File: src/rtl/qvga_frame_reader.sv
// 640x480@60 raster source reading a 320x240 RGB444 frame buffer,
// 2x pixel/line replicated, coordinates aligned with registered RAM data.
module qvga_frame_reader #(
    parameter int H_VIS  = 640,
    parameter int H_FP   = 16,
    parameter int H_SYNC = 96,
    parameter int H_BP   = 48,
    parameter int V_VIS  = 480,
    parameter int V_FP   = 10,
    parameter int V_SYNC = 2,
    parameter int V_BP   = 33,
    parameter int ADDR_W = 17,
    parameter int DATA_W = 12
) (
    input  logic              pclk,
    input  logic              reset,
    output logic [ADDR_W-1:0] rd_addr,
    input  logic [DATA_W-1:0] rd_data,
    output logic [9:0]        x_pixel,
    output logic [9:0]        y_pixel,
    output logic [DATA_W-1:0] data,
    output logic              de,
    output logic              h_sync,
    output logic              v_sync,
    output logic              frame_start
);

    localparam int H_TOT = H_VIS + H_FP + H_SYNC + H_BP;
    localparam int V_TOT = V_VIS + V_FP + V_SYNC + V_BP;

    localparam logic [9:0] H_LAST = 10'(H_TOT - 1);
    localparam logic [9:0] V_LAST = 10'(V_TOT - 1);
    localparam logic [9:0] H_VEND = 10'(H_VIS);
    localparam logic [9:0] V_VEND = 10'(V_VIS);
    localparam logic [9:0] HS_BEG = 10'(H_VIS + H_FP);
    localparam logic [9:0] HS_END = 10'(H_VIS + H_FP + H_SYNC);
    localparam logic [9:0] VS_BEG = 10'(V_VIS + V_FP);
    localparam logic [9:0] VS_END = 10'(V_VIS + V_FP + V_SYNC);

    logic [9:0] r_h;
    logic [9:0] r_v;
    logic [9:0] r_s1_x;
    logic [9:0] r_s1_y;
    logic [9:0] r_s2_x;
    logic [9:0] r_s2_y;
    logic       r_s1_vld;
    logic       r_s2_vld;

    logic              w_vis;
    logic [ADDR_W-1:0] w_h2;
    logic [ADDR_W-1:0] w_v2;
    logic [ADDR_W-1:0] w_addr;
    logic              w_de;
    logic              w_hs;
    logic              w_vs;
    logic              w_fs;

    assign w_vis  = (r_h < H_VEND) && (r_v < V_VEND);
    assign w_h2   = ADDR_W'(r_h[9:1]);
    assign w_v2   = ADDR_W'(r_v[9:1]);
    // Row stride of 320 words as 256 + 64, so no multiplier is needed.
    assign w_addr = (w_v2 << 8) + (w_v2 << 6) + w_h2;

    assign w_de = r_s2_vld && (r_s2_x < H_VEND) && (r_s2_y < V_VEND);
    assign w_hs = !(r_s2_vld && (r_s2_x >= HS_BEG) && (r_s2_x < HS_END));
    assign w_vs = !(r_s2_vld && (r_s2_y >= VS_BEG) && (r_s2_y < VS_END));
    assign w_fs = r_s2_vld && (r_s2_x == 10'd0) && (r_s2_y == 10'd0);

    always_ff @(posedge pclk) begin
        if (reset) begin
            r_h <= '0;
            r_v <= '0;
        end else if (r_h == H_LAST) begin
            r_h <= '0;
            r_v <= (r_v == V_LAST) ? 10'd0 : r_v + 10'd1;
        end else begin
            r_h <= r_h + 10'd1;
        end
    end

    // Stage 1 issues the read; stage 2 lines coordinates up with rd_data.
    always_ff @(posedge pclk) begin
        if (reset) begin
            rd_addr  <= '0;
            r_s1_x   <= '0;
            r_s1_y   <= '0;
            r_s1_vld <= 1'b0;
            r_s2_x   <= '0;
            r_s2_y   <= '0;
            r_s2_vld <= 1'b0;
        end else begin
            rd_addr  <= w_vis ? w_addr : '0;
            r_s1_x   <= r_h;
            r_s1_y   <= r_v;
            r_s1_vld <= 1'b1;
            r_s2_x   <= r_s1_x;
            r_s2_y   <= r_s1_y;
            r_s2_vld <= r_s1_vld;
        end
    end

    always_ff @(posedge pclk) begin
        if (reset) begin
            x_pixel     <= '0;
            y_pixel     <= '0;
            data        <= '0;
            de          <= 1'b0;
            h_sync      <= 1'b1;
            v_sync      <= 1'b1;
            frame_start <= 1'b0;
        end else begin
            x_pixel     <= r_s2_x;
            y_pixel     <= r_s2_y;
            data        <= w_de ? rd_data : '0;
            de          <= w_de;
            h_sync      <= w_hs;
            v_sync      <= w_vs;
            frame_start <= w_fs;
        end
    end

endmodule

File: config.mk
export PLATFORM = sky130hd
export DESIGN_NAME = qvga_frame_reader
export DESIGN_NICKNAME = d
export VERILOG_FILES = /design/src/rtl/qvga_frame_reader.sv
export SDC_FILE = /design/constraint.sdc
export NUM_CORES = 1
export LEC_CHECK = 0
export BUFFER_PORTS_ARGS = -buffer_cell sky130_fd_sc_hd__buf_4
export CAP_MARGIN = 20
export CORE_MARGIN = 8
export CORE_UTILIZATION = 45
export CTS_CLUSTER_DIAMETER = 100
export DETAILED_ROUTE_END_ITERATION = 16
export PLACE_DENSITY = 0.69
export SLEW_MARGIN = 30
export SYNTH_ARGS = -nofsm -noshare
export SYNTH_HDL_FRONTEND = slang
export SYNTH_SLANG_ARGS = --single-unit
File: constraint.sdc
create_clock -name pclk -period 3.1 [get_ports pclk]
set_input_delay 0.62 -clock pclk [delete_from_list [all_inputs] [get_ports pclk]]
set_output_delay 0.62 -clock pclk [all_outputs]
set_load 0.01 [all_outputs]
# ---- Yosys cells after proc, flatten, opt, wreduce, memory -nomap -nowiden
# Index checks and enable logic that the tools add are counted.
dict set report word_totals {
  regBits 115
  output_inout_bits 53
}
dict set report op_classes {
  add_sub_neg 4
  order_cmp 8
  n_eq_ne 2
  muxes 2
  bitwise 2
  reduce_logical 16
}
# cell n
set op_table {}
lappend op_table {{less-than comparator 10 bit, second input constant} 3}
lappend op_table {{less-than comparator 10 x 9 -> 1 bit, second input constant} 3}
lappend op_table {{adder 10 x 1 -> 10 bit, second input constant} 2}
lappend op_table {{== test 10 bit, second input constant} 2}
lappend op_table {{zero test 10 bit} 2}
lappend op_table {{adder 17 x 15 -> 17 bit} 1}
lappend op_table {{adder 17 x 9 -> 17 bit} 1}
lappend op_table {{greater-or-equal comparator 10 bit, second input constant} 1}
lappend op_table {{greater-or-equal comparator 10 x 9 -> 1 bit, second input constant} 1}
lappend op_table {{two-way mux 10 bit} 1}
lappend op_table {{logical AND 1 bit} 9}
lappend op_table {{OR reduction 2 bit} 3}
lappend op_table {{zero test 1 bit} 2}
lappend op_table {{NOT 1 bit} 2}
lappend op_table {{two-way mux 1 bit} 1}

# ---- Logic depth before layout (Yosys ltp)
# Gate-level depths: netlist of the first run.
dict set report logic_depth {
  ltp_word 5
  ltp_mapped 9
  ltp_nobuf 9
}

# ---- Least setup slack after synthesis of the first run
# OpenSTA, ideal clock, no wires.
dict set report synth_timing {
  path_kind {register -> register}
  from {register r_h[9]}
  to {register rd_addr[14]}
  setup_time_ps 124
  t_arrival_ps 2109
  required_time_ps 2976
  slack_ps 868
  stages_incl_launch_ff 10
  n_path_buf 0
  cell_sequence {dfxtp_1 -> inv_1 -> fa_1 -> inv_1 -> ha_1 -> a21o_1 -> a21oi_1 -> o31ai_1 -> xnor2_1 -> nor2_1}
}
dict set report synth_between {
  elab_chain_cells 4
}
# item line_no
set synth_lines {}
lappend synth_lines {{from (decl)} 40} ;# logic [9:0] r_h;
lappend synth_lines {{from (signal assigned)} 77} ;# r_h <= r_h + 10'd1;
lappend synth_lines {{less-than comparator 10 bit} 58} ;# assign w_vis = (r_h < H_VEND) && (r_v < V_VEND);
lappend synth_lines {{logical AND 1 bit} 58}
lappend synth_lines {{NOT 1 bit (no line)} --}
lappend synth_lines {{OR reduction 2 bit (no line)} --}
lappend synth_lines {{to (signal assigned)} 92} ;# rd_addr <= w_vis ? w_addr : '0;
lappend synth_lines {{to (decl)} 17} ;# output logic [ADDR_W-1:0] rd_addr,
# Parallel ways exist; a longest one is shown, timed or not.
# A chain may end at the register's enable or synchronous reset.

# ---- Worst setup path in the final report of the first run
# Ends and elaborated chain as after synthesis.

==> load_flow_metrics.sql, run 1 <==
INSERT INTO impl_metrics (metric_group, metric, value, unit) VALUES
('outcome', 'run_status', 'finished clean', ''),
('timing', 'drv_slew', '0', ''),
('power_and_ir_drop', 'power_switching_share', '20.0', '%'),
('hold_path', 'hold_path.class', 'in2reg', ''),
('yosys', 'synth.net_count', '413', ''),
('setup_path', 'cp_data_arrival_time', '2.82', 'ns'),
('yosys', 'synth.distinct_cells', '36', ''),
('grt', 'pin_count_of_the_biggest_net_entering_global_routing', '41', ''),
('timing', 'worst_clk_skew', '0.00760', 'ns'),
('yosys', 'synthDominantAreaCellType', 'dfxtp_1', ''),
('floorplanning', 'design.die.area', '12100', 'µm²'),
('yosys', 'synth.area.top_cells', 'dfxtp_1, nor2b_1, ha_1', ''),
('floorplanning', 'start_util', '46.1', '%'),
('timing', 'worst_hold_slack', '0.314', 'ns'),
('drt', 'wire_per_inst', '12.9', 'µm'),
('timing', 'timing.final.setup_violations', '0', ''),
('power_and_ir_drop', 'share_clk_of_total_power', '56.2', '%'),
('final_layout', 'most_common_cell_after_layout_fill_and_taps_aside', 'dfxtp_1', ''),
('yosys', 'synth_cells', '377', ''),
('yosys', 'synth_simple_gate_area_share', '24.9', '%'),
('clock_network', 'post-cts-setup-buffer-count', '0', ''),
('yosys', 'synth.area.mux_share', '0.251', '%'),
('power_and_ir_drop', 'power.combinational.fraction', '1.9', '%'),
('drt', 'via_count', '2713', ''),
('clock_network', 'total_cts_buffers', '17', ''),
('grt', 'number_of_antenna_violations_at_the_first_check_in_global_routing', '0', ''),
('floorplanning', 'chipHeight', '110', 'µm'),
('final_layout', 'design.final.nets', '488', ''),
('final_layout', 'fill_cells', '714', ''),
('clock_network', 'clk_pin_slew_worst_paths', '0.06', 'ns'),
('power_and_ir_drop', 'vdd_ir_drop_max', '0.382', 'mV'),
('clock_network', 'cts-root-to-sink-buffers', '2', ''),
('floorplanning', 'core_region_area', '8640', 'µm²'),
('final_layout', 'layout-area-overhead-vs-synth', '30.7', '%'),
('setup_path', 'critical_path_source_type', 'flip-flop', ''),
('timing', 'maximum_clock_frequency', '411', 'MHz'),
('clock_network', 'cts-resized-gates', '0', ''),
('clock_network', 'cts.htree.levels', '4', ''),
('setup_path', 'worst_setup_path_end_kind', 'flip-flop', ''),
('yosys', 'synth_seq_cells', '115', ''),
('place', 'detailed_place_hpwl', '5.17', 'mm'),
('setup_path', 'cp_data_required_time', '3.49', 'ns'),
('final_layout', 'layout-drive-gt1-share', '22.4', '%'),
('yosys', 'yosys.area_share.adder', '7.29', '%'),
('grt', 'vias_in_the_first_global_route', '2635', ''),
('drt', 'routed_wirelength', '7.37', 'mm'),
('yosys', 'synth-xor-area-share', '4.18', '%'),
('place', 'io_buffers', '66', ''),
('timing', 'finalSetupTns', '0', 'ns'),
('clock_network', 'clock_tree.root_cell', 'clkbuf_8', ''),
('timing', 'timing_worst_slew_pin_value', '0.496', 'ns'),
('yosys', 'ys.warnings.count', '0', ''),
('yosys', 'ys_seq_area_share', '57.8', '%'),
('drt', 'drt-pass1-iter-count', '4', ''),
('timing', 'setup_repair_after_global_routing_missed_its_margin', 'no', ''),
('power_and_ir_drop', 'cellInternalPower', '0.00286', 'W'),
('grt', 'grt_use_total', '12.7', '%'),
('final_layout', 'antenna-diode-count', '0', ''),
('drt', 'vias_per_cell', '4.73', ''),
('yosys', 'avgSynthCellArea', '10.6', 'µm²'),
('grt', 'grt_first_pass_wirelength', '11.9', 'mm'),
('yosys', 'main_combinational_cell_family_by_area_after_synthesis', 'simple AND/OR/NAND/NOR gates', ''),
('clock_network', 'clkSinkCount', '115', ''),
('power_and_ir_drop', 'pwr_density_cell', '688', 'nW/µm²'),
('timing', 'timing_hold_violations_final', '0', ''),
('run', 'timing.max_cap.violations', '0', ''),
('drt', 'first_iter_violations', '101', ''),
('clock_network', 'worstSkewPairLatency', '0.51', 'ns'),
('power_and_ir_drop', 'share_seq_of_total_power', '41.9', '%'),
('place', 'gp_routability_congestion', '0.832', ''),
('drt', 'ant_nets', '0', '');
## layout make-up
type	count	area [µm²]	share of cell area [%]
inverters	9	33.8	0.649
multi-input cells	242	1600	30.8
repair buffers	67	503	9.66
well taps	108	135	2.60
flip-flops and latches	115	2300	44.2
clock buffers	19	432	8.29
clock inverters	13	198	3.80
## registers in the layout, summed over array words and instances (netlist names)
register	flops
r_s2_y	10
r_s2_x	10
r_s1_x	10
r_s2_vld	1
r_s1_y	10
de	1
r_v	10
r_h	10
rd_addr	17
h_sync	1
v_sync	1
y_pixel	10
r_s1_vld	1
frame_start	1
x_pixel	10
data	12
## final timing paths
path / startpoint / endpoint / slack (ns) / cells past startpoint
max: r_h[9] / rd_addr[14] / 0.67 / 9
min: rd_data[9] / data[9] / 0.31 / 2
max reg2reg: r_h[9] / rd_addr[14] / 0.67 / 9
min reg2reg: r_s1_y[6] / r_s2_y[6] / 0.43 / 1
## metrics by stage
stage / power (W) / cells / utilization [%] / instance area, µm² / worst slack [ns]
after floorplan: 0.00157 / 377 / - / 3980 / 0.868
after global placement: 0.00160 / 541 / 53.0 / 4580 / 0.715
after detailed placement: 0.00160 / 541 / 53.0 / 4580 / 0.652
after CTS: 0.00363 / 573 / 60.3 / 5200 / 0.633
after global routing: 0.00371 / 573 / 60.3 / 5200 / 0.486
final: 0.00358 / 573 / 60.3 / 5200 / 0.665
## per-layer routing
| layer | GRT usage, % | routed length [µm] | vias up |
|---|---|---|---|
| met2 | 20.3 | 3240 | 96 |
| met1 | 14.0 | 3290 | 1202 |
| met5 | 0 | 0 | - |
| met4 | 5.21 | 91 | 0 |
| met3 | 6.57 | 751 | 13 |
| li1 | - | - | 1402 |
## synth_stat cells (all sizes together)
cell and n:
dfxtp 115, nor2b 60, nor2 34, and2 20
ha 20, nand2 19, nand3 10, xor2 10
and3 9, clkbuf 9, inv 9, xnor2 9
nor3 8, nand4 7, nor4 7, a21oi 6
o21a 4, o21ai 4, a21o 3, and4 2
buf 2, fa 2, a211oi 1, a221oi 1
a311oi 1, mux2i 1, nand3b 1, o31a 1
o31ai 1, or4 1
## cells by family (layout without fill, tap and decap cells)
kind of cell             Yosys count  in the layout
adder cells (fa/ha/maj)           22             22
AND/OR/NAND/NOR                  178            178
multiplexers                       1              1
AO/OA/AOI/OAI                     22             22
XOR/XNOR                          19             19
flip-flops                       115            115
buffers and inverters             20            108
## power by group through the flow
| stage | sequential (W) | clock, W | combinational (W) |
|---|---|---|---|
| 2_1_floorplan | 0.00154 | 0 | 0.0000326 |
| 3_3_place_gp | 0.00153 | 0 | 0.0000668 |
| 3_5_place_dp | 0.00153 | 0 | 0.0000678 |
| 4_1_cts | 0.00150 | 0.00206 | 0.0000681 |
| 5_1_grt | 0.00150 | 0.00214 | 0.0000747 |
| 6_report | 0.00150 | 0.00201 | 0.0000667 |
## critical path, cell delays in order, from the launching register on
cell and delay [ns]:
dfxtp_1 0.44, inv_1 0.12, fa_1 0.60, inv_1 0.06
ha_1 0.28, a21o_1 0.17, a21oi_1 0.29, o31ai_1 0.16
xnor2_1 0.15, nor2_1 0.05
(Power assumes the default switching activity.)
==> run 2, diff against run 1 <==
--- a/config.mk
+++ b/config.mk
@@ -5,6 +5,7 @@
 export SDC_FILE = /design/constraint.sdc
 export NUM_CORES = 1
 export LEC_CHECK = 0
+export ABC_AREA = 1
 export BUFFER_PORTS_ARGS = -buffer_cell sky130_fd_sc_hd__buf_4
 export CAP_MARGIN = 20
 export CORE_MARGIN = 8
==> constraint.sdc (replaced) <==
create_clock -name pclk -period 2.3 [get_ports pclk]
set_input_delay 0.46 -clock pclk [delete_from_list [all_inputs] [get_ports pclk]]
set_output_delay 0.46 -clock pclk [all_outputs]
set_load 0.01 [all_outputs]
==> load_flow_metrics.sql, run 2 <==
INSERT INTO impl_metrics (metric_group, metric, value, unit) VALUES
('final_layout', 'layout-area-overhead-vs-synth', '28.6', '%'),
('yosys', 'share_of_the_synthesized_area_in_the_top_cell_type', '54.0', '%'),
('clock_network', 'clk_pin_slew_worst_paths', '0.06', 'ns'),
('final_layout', 'regMostFlops', 'rd_addr', ''),
('drt', 'detail_route.drc_violations', '0', ''),
('timing', 'timing_worst_slew_pin_value', '0.615', 'ns'),
('clock_network', 'post-cts-setup-buffer-count', '0', ''),
('floorplanning', 'start_util', '46.2', '%'),
('floorplanning', 'die_x_extent', '113', 'µm'),
('floorplanning', 'chipHeight', '113', 'µm'),
('timing', 'worst_clk_skew', '0.00764', 'ns'),
('clock_network', 'tritoncts_clock_tree', 'built', ''),
('setup_path', 'worst_setup_path_end_kind', 'flip-flop', ''),
('setup_path', 'r2r_start', 'r_v[1]', ''),
('timing', 'setup_repair_after_global_routing_missed_its_margin', 'no', ''),
('yosys', 'synth_common_cells', 'nor2_1, dfxtp_1, inv_1', ''),
('power_and_ir_drop', 'pwr_density_cell', '862', 'nW/µm²'),
('final_layout', 'biggestRegsByFlops', 'rd_addr: 17 flops, data: 12 flops', ''),
('place', 'place_inst', '718', ''),
('power_and_ir_drop', 'cellInternalPower', '0.00374', 'W'),
('final_layout', 'final_std_cells_w_o_fill', '750', ''),
('place', 'gp_routability_congestion', '0.847', ''),
('grt', 'number_of_antenna_violations_at_the_first_check_in_global_routing', '0', ''),
('power_and_ir_drop', 'static-leakage-power', '2.59', 'nW'),
('timing', 'timing.final.crit_period', '2.13', 'ns'),
('yosys', 'synth_async_sr_flop_share', '0', '%'),
('timing', 'timing.final.setup_violations', '0', ''),
('place', 'io_buffers', '66', ''),
('final_layout', 'layout-drive-gt1-share', '18.0', '%'),
('timing', 'timing_hold_violations_final', '0', ''),
('clock_network', 'cts-resized-gates', '0', ''),
('timing', 'timing.final.crit_share', '92.4', '%'),
('final_layout', 'antenna-diode-count', '0', ''),
('setup_path', 'critPathKind', 'reg2reg', ''),
('final_layout', 'design.final.nets', '644', ''),
('grt', 'pin_count_of_the_biggest_net_entering_global_routing', '66', ''),
('grt', 'vias_in_the_first_global_route', '3326', ''),
('floorplanning', 'design.die.area', '12900', 'µm²'),
('drt', 'first_iter_violations', '214', ''),
('yosys', 'ys.warnings.count', '0', ''),
('floorplanning', 'core_region_area', '9240', 'µm²'),
('setup_path', 'regToRegEndpoint', 'rd_addr[15]', ''),
('outcome', 'run_status', 'finished clean', ''),
('power_and_ir_drop', 'power_switching_share', '20.9', '%'),
('clock_network', 'worstSkewPairLatency', '0.50', 'ns'),
('final_layout', 'fill_cells', '830', ''),
('yosys', 'synthMostInstantiatedCell', 'nor2_1', ''),
('drt', 'via_count', '3306', ''),
('power_and_ir_drop', 'design_power_total', '0.00473', 'W'),
('setup_path', 'setup.worst_path.start', 'r_v[1]', ''),
('setup_path', 'cp_data_arrival_time', '2.52', 'ns'),
('final_layout', 'most_common_cell_after_layout_fill_and_taps_aside', 'nor2_1', ''),
('setup_path', 'worst_setup_endpoint', 'rd_addr[15]', ''),
('drt', 'routed_wirelength', '8.31', 'mm'),
('final_layout', 'largest_reg_flops', '17', ''),
('floorplanning', 'std_cell_rows', '35', ''),
('power_and_ir_drop', 'vdd_ir_drop_max', '0.428', 'mV'),
('yosys', 'ys_seq_area_share', '54.0', '%'),
('setup_path', 'worst_r2r_path_depth', '9', ''),
('setup_path', 'critical_path_source_type', 'flip-flop', ''),
('run', 'timing.max_cap.violations', '0', ''),
('yosys', 'synth.net_count', '568', ''),
('clock_network', 'cts-root-to-sink-buffers', '2', ''),
('drt', 'ant_nets', '0', ''),
('grt', 'grt_use_total', '13.8', '%'),
('hold_path', 'hold_path.class', 'in2reg', ''),
('power_and_ir_drop', 'share_seq_of_total_power', '42.8', '%'),
('floorplanning', 'number_of_top_level_pins', '67', ''),
('grt', 'grt_first_pass_wirelength', '14.6', 'mm'),
('clock_network', 'cts.htree.levels', '4', ''),
('setup_path', 'reg2reg_setup_slack', '0.17', 'ns'),
('timing', 'maximum_clock_frequency', '470', 'MHz'),
('yosys', 'synth_seq_cells', '115', ''),
('power_and_ir_drop', 'power.combinational.fraction', '2.2', '%'),
('power_and_ir_drop', 'p_sw', '0.000988', 'W'),
('power_and_ir_drop', 'share_clk_of_total_power', '55.1', '%'),
('yosys', 'synthDominantAreaCellType', 'dfxtp_1', ''),
('setup_path', 'max_fanout_on_critical_path', '4', ''),
('timing', 'drv_slew', '0', ''),
('drt', 'vias_per_cell', '4.41', ''),
('final_layout', 'fin_util', '59.4', '%'),
('yosys', 'synth_cells', '532', ''),
('drt', 'wire_per_inst', '11.1', 'µm'),
('clock_network', 'clock_tree.root_cell', 'clkbuf_8', ''),
('yosys', 'synth.distinct_cells', '29', ''),
('clock_network', 'total_cts_buffers', '17', ''),
('clock_network', 'clkSinkCount', '115', ''),
('yosys', 'avgSynthCellArea', '8.02', 'µm²'),
('timing', 'finalSetupTns', '0', 'ns'),
('yosys', 'synth_enable_flop_cells', '0', ''),
('grt', 'grt_remaining_overflow', '0', ''),
('place', 'detailed_place_hpwl', '5.95', 'mm'),
('timing', 'slew_hr', '59.0', '%'),
('final_layout', 'top_library_cells_by_usage_in_the_layout_fill_and_taps_aside', 'nor2_1, dfxtp_1, inv_1, nand2_1, buf_4', ''),
('yosys', 'primary_flip_flop_cell_chosen_by_synthesis_mapping', 'dfxtp_1', ''),
('drt', 'drt-pass1-iter-count', '4', ''),
('timing', 'worst_hold_slack', '0.173', 'ns'),
('yosys', 'synth_area', '4270', 'µm²'),
('yosys', 'synth.area.top_cells', 'dfxtp_1, nor2_1, inv_1', ''),
('setup_path', 'cp_data_required_time', '2.70', 'ns'),
('clock_network', 'cts_hold_repair.buffers', '0', '');
-- run 2: cells by family (layout without fill, tap and decap cells) --
| kind of cell | after synthesis | in the layout | share of synthesized area, % |
|---|---|---|---|
| and+or+nand+nor | 250 | 250 | 25.0 |
| buffers and inverters | 117 | 206 | 10.7 |
| DFF | 115 | 115 | 54.0 |
| AOI/OAI and AO/OA | 27 | 27 | 3.34 |
| adders and majority gates | 22 | 22 | 6.80 |
| xor gates and xnor gates | 1 | 1 | 0.205 |
-- run 2: how the worst min path moves through the flow --
stage / startpoint / to / slack (ns) / cells after the start
global route: rd_data[8] / data[8] / 0.16 / 3
global placement: r_s1_vld / r_s2_vld / 0.39 / 2
CTS: rd_data[0] / data[0] / 0.15 / 3
detailed placement: r_s1_y[2] / r_s2_y[2] / 0.39 / 2
finish: rd_data[8] / data[8] / 0.17 / 3
floorplan: r_s1_vld / r_s2_vld / 0.39 / 2
-- run 2: layer usage --
layer | track usage (%) | share of wire [%]
met5 | 0 | 0
met4 | 6.04 | 1.6
met3 | 4.97 | 5.9
met2 | 22.7 | 46
met1 | 15.7 | 47
-- run 2: final cells by class --
| type | instances | area (µm²) | share of cell area, % |
|---|---|---|---|
| clock inverter | 14 | 176 | 3.22 |
| multi-input combinational | 300 | 1510 | 27.5 |
| timing repair buffer | 68 | 510 | 9.30 |
| tap | 129 | 161 | 2.94 |
| clock buffer | 18 | 428 | 7.80 |
| sequential | 115 | 2300 | 42.0 |
| inverter | 106 | 398 | 7.25 |
-- run 2: worst max-delay path, cell delays in order, from the launching register on --
cell	delay (ns)
dfxtp_1	0.38
inv_1	0.12
fa_2	0.49
fa_1	0.48
inv_1	0.07
nand3_1	0.06
nand2_1	0.13
nand3_1	0.10
a21oi_1	0.13
nor2_1	0.05
-- run 2: per-stage QoR --
| step | area (µm²) | worst slack (ns) |
|---|---|---|
| floorplan | 4270 | 0.309 |
| global placement | 4880 | 0.192 |
| detailed placement | 4880 | 0.160 |
| CTS | 5480 | 0.139 |
| global route | 5490 | 0.000510 |
| finish | 5490 | 0.174 |
-- run 2: power by group through the flow --
stage	clock network, W	logic (W)	registers [W]
floorplan	0	0.0000540	0.00207
global placement	0	0.000101	0.00207
detailed placement	0	0.000103	0.00207
CTS	0.00265	0.000103	0.00202
global route	0.00274	0.000115	0.00203
finish	0.00260	0.000102	0.00202
==> run 3, diff against run 2 <==
--- a/config.mk
+++ b/config.mk
@@ -13,6 +13,7 @@
 export CTS_CLUSTER_DIAMETER = 100
 export DETAILED_ROUTE_END_ITERATION = 16
 export PLACE_DENSITY = 0.69
+export REMOVE_ABC_BUFFERS = 1
 export SLEW_MARGIN = 30
 export SYNTH_ARGS = -nofsm -noshare
 export SYNTH_HDL_FRONTEND = slang
==> load_flow_metrics.sql, run 3 (synthesized netlist as in run 2, its figures left out) <==
INSERT INTO impl_metrics (metric_group, metric, value, unit) VALUES
('place', 'post-place-ws', '0.0957', 'ns'),
('timing', 'timing_hold_violations_final', '0', ''),
('clock_network', 'cts_hold_repair.buffers', '0', ''),
('run', 'timing.max_cap.violations', '0', ''),
('power_and_ir_drop', 'static-leakage-power', '2.61', 'nW'),
('clock_network', 'clk_pin_slew_worst_paths', '0.06', 'ns'),
('floorplanning', 'start_util', '46.2', '%'),
('timing', 'finalWorstSetupSlack', '0.187', 'ns'),
('outcome', 'run_status', 'finished clean', ''),
('clock_network', 'total_cts_buffers', '17', ''),
('drt', 'via_count', '3299', ''),
('setup_path', 'cp_data_required_time', '2.70', 'ns'),
('timing', 'timing.final.crit_share', '91.9', '%'),
('final_layout', 'layout-area-overhead-vs-synth', '29.6', '%'),
('grt', 'grt_remaining_overflow', '0', ''),
('timing', 'finalSetupTns', '0', 'ns'),
('drt', 'drt-pass1-iter-count', '5', ''),
('timing', 'timing.final.setup_violations', '0', ''),
('place', 'io_buffers', '66', ''),
('drt', 'routed_wirelength', '8.19', 'mm'),
('setup_path', 'critPathKind', 'reg2reg', ''),
('place', 'detailed_place_hpwl', '5.80', 'mm'),
('setup_path', 'max_fanout_on_critical_path', '4', ''),
('clock_network', 'tritoncts_clock_tree', 'built', ''),
('grt', 'number_of_antenna_violations_at_the_first_check_in_global_routing', '0', ''),
('clock_network', 'cts.htree.levels', '4', ''),
('floorplanning', 'number_of_top_level_pins', '67', ''),
('drt', 'vias_per_cell', '4.40', ''),
('place', 'gp_routability_congestion', '0.875', ''),
('setup_path', 'worst_setup_path_end_kind', 'flip-flop', ''),
('drt', 'detail_route.drc_violations', '0', ''),
('final_layout', 'antenna-diode-count', '0', ''),
('setup_path', 'cp_data_arrival_time', '2.52', 'ns'),
('timing', 'worst_hold_slack', '0.168', 'ns'),
('drt', 'ant_nets', '0', ''),
('setup_path', 'cell_by_cell_trace_of_the_critical_path', 'inv_1 > fa_2 > fa_1 > inv_1 > nand3_1 > nand2_2 > nand3_1 > a21oi_1 > nor2_1', ''),
('clock_network', 'cts-root-to-sink-buffers', '2', ''),
('floorplanning', 'core_region_area', '9240', 'µm²'),
('timing', 'timing_worst_slew_pin_value', '0.616', 'ns'),
('timing', 'slew_hr', '58.9', '%'),
('final_layout', 'largest_reg_flops', '17', ''),
('final_layout', 'top_library_cells_by_usage_in_the_layout_fill_and_taps_aside', 'nor2_1, dfxtp_1, inv_1, nand2_1, buf_4', ''),
('clock_network', 'clock_tree.root_cell', 'clkbuf_8', ''),
('drt', 'first_iter_violations', '158', ''),
('final_layout', 'design.final.nets', '643', ''),
('final_layout', 'layout-drive-gt1-share', '18.2', '%'),
('floorplanning', 'std_cell_rows', '35', ''),
('setup_path', 'cp.buffers_inverters', '2', ''),
('timing', 'drv_slew', '0', ''),
('grt', 'vias_in_the_first_global_route', '3195', ''),
('drt', 'wire_per_inst', '10.9', 'µm'),
('setup_path', 'critical_path_source_type', 'flip-flop', ''),
('timing', 'worst_clk_skew', '0.00930', 'ns'),
('setup_path', 'crit_slowest_cell', 'fa_2', ''),
('final_layout', 'regMostFlops', 'rd_addr', ''),
('floorplanning', 'chipHeight', '113', 'µm'),
('clock_network', 'clkSinkCount', '115', ''),
('hold_path', 'hold_path.class', 'in2reg', ''),
('floorplanning', 'die_x_extent', '113', 'µm'),
('power_and_ir_drop', 'vdd_ir_drop_max', '0.531', 'mV'),
('setup_path', 'critical_path.max_stage_delay', '0.49', 'ns'),
('timing', 'timing.final.crit_period', '2.11', 'ns'),
('timing', 'setup_repair_after_global_routing_missed_its_margin', 'no', ''),
('grt', 'grt_use_total', '13.4', '%'),
('floorplanning', 'design.die.area', '12900', 'µm²'),
('setup_path', 'timing.critical_path.max_delay_family', 'adder cells', ''),
('clock_network', 'worstSkewPairLatency', '0.51', 'ns'),
('timing', 'maximum_clock_frequency', '473', 'MHz'),
('final_layout', 'biggestRegsByFlops', 'rd_addr: 17 flops, data: 12 flops', ''),
('grt', 'pin_count_of_the_biggest_net_entering_global_routing', '66', ''),
('grt', 'grt_first_pass_wirelength', '13.9', 'mm'),
('final_layout', 'most_common_cell_after_layout_fill_and_taps_aside', 'nor2_1', ''),
('power_and_ir_drop', 'pwr_density_cell', '897', 'nW/µm²');
==> run 3: worst register-to-register path, delay by kind of cell, from the launching register on <==
kind	cells	cell delay [ns]
AO/OA/AOI/OAI	1	0.14
buffers and inverters	2	0.21
AND/OR/NAND/NOR	4	0.38
flip-flops	1	0.34
adder cells (fa/ha/maj)	2	0.97
==> run 3: repair_timing <==
action | in CTS | in global routing
resized for setup | 0 | 3
endpoints found under the setup margin | 0 | 2
setup buffers | 0 | 0
==> run 3: per-layer routing <==
metal | wire, µm | global-route usage [%] | up-vias
li1 | - | - | 1768
met1 | 3810 | 14.6 | 1412
met2 | 3650 | 21.5 | 97
met3 | 511 | 5.07 | 22
met4 | 218 | 8.79 | 0
met5 | 0 | 0 | -
==> run 3: path summary, 6_finish.rpt <==
check	slack, ns	cells after the start	from	end
max reg2reg	0.19	9	r_v[1]	rd_addr[15]
min	0.17	3	rd_data[0]	data[0]
min reg2reg	0.39	2	r_s1_y[1]	r_s2_y[1]
max	0.19	9	r_v[1]	rd_addr[15]
==> run 3: area by class of cell <==
cell class	count	area [µm²]
Clock inverter	14	225
Fill cell	784	3710
Clock buffer	18	428
Inverter	106	398
Multi-Input combinational cell	300	1510
Tap cell	129	161
Sequential cell	115	2300
Timing Repair Buffer	67	503
==> run 3: per-stage QoR <==
| stage | utilization [%] | std cells | instance area, µm² | total power, W |
|---|---|---|---|---|
| floorplan | - | 521 | 4210 | 0.00211 |
| global placement | 52.7 | 717 | 4870 | 0.00217 |
| detailed placement | 52.7 | 717 | 4870 | 0.00217 |
| CTS | 59.8 | 749 | 5530 | 0.00501 |
| global route | 59.9 | 749 | 5530 | 0.00513 |
| finish | 59.9 | 749 | 5530 | 0.00496 |
==> run 3: power breakdown <==
group	total [W]	switching (W)	internal, W
Combinational	0.000101	0.0000608	0.0000403
Sequential	0.00202	0.0000109	0.00201
Clock	0.00283	0.000925	0.00191
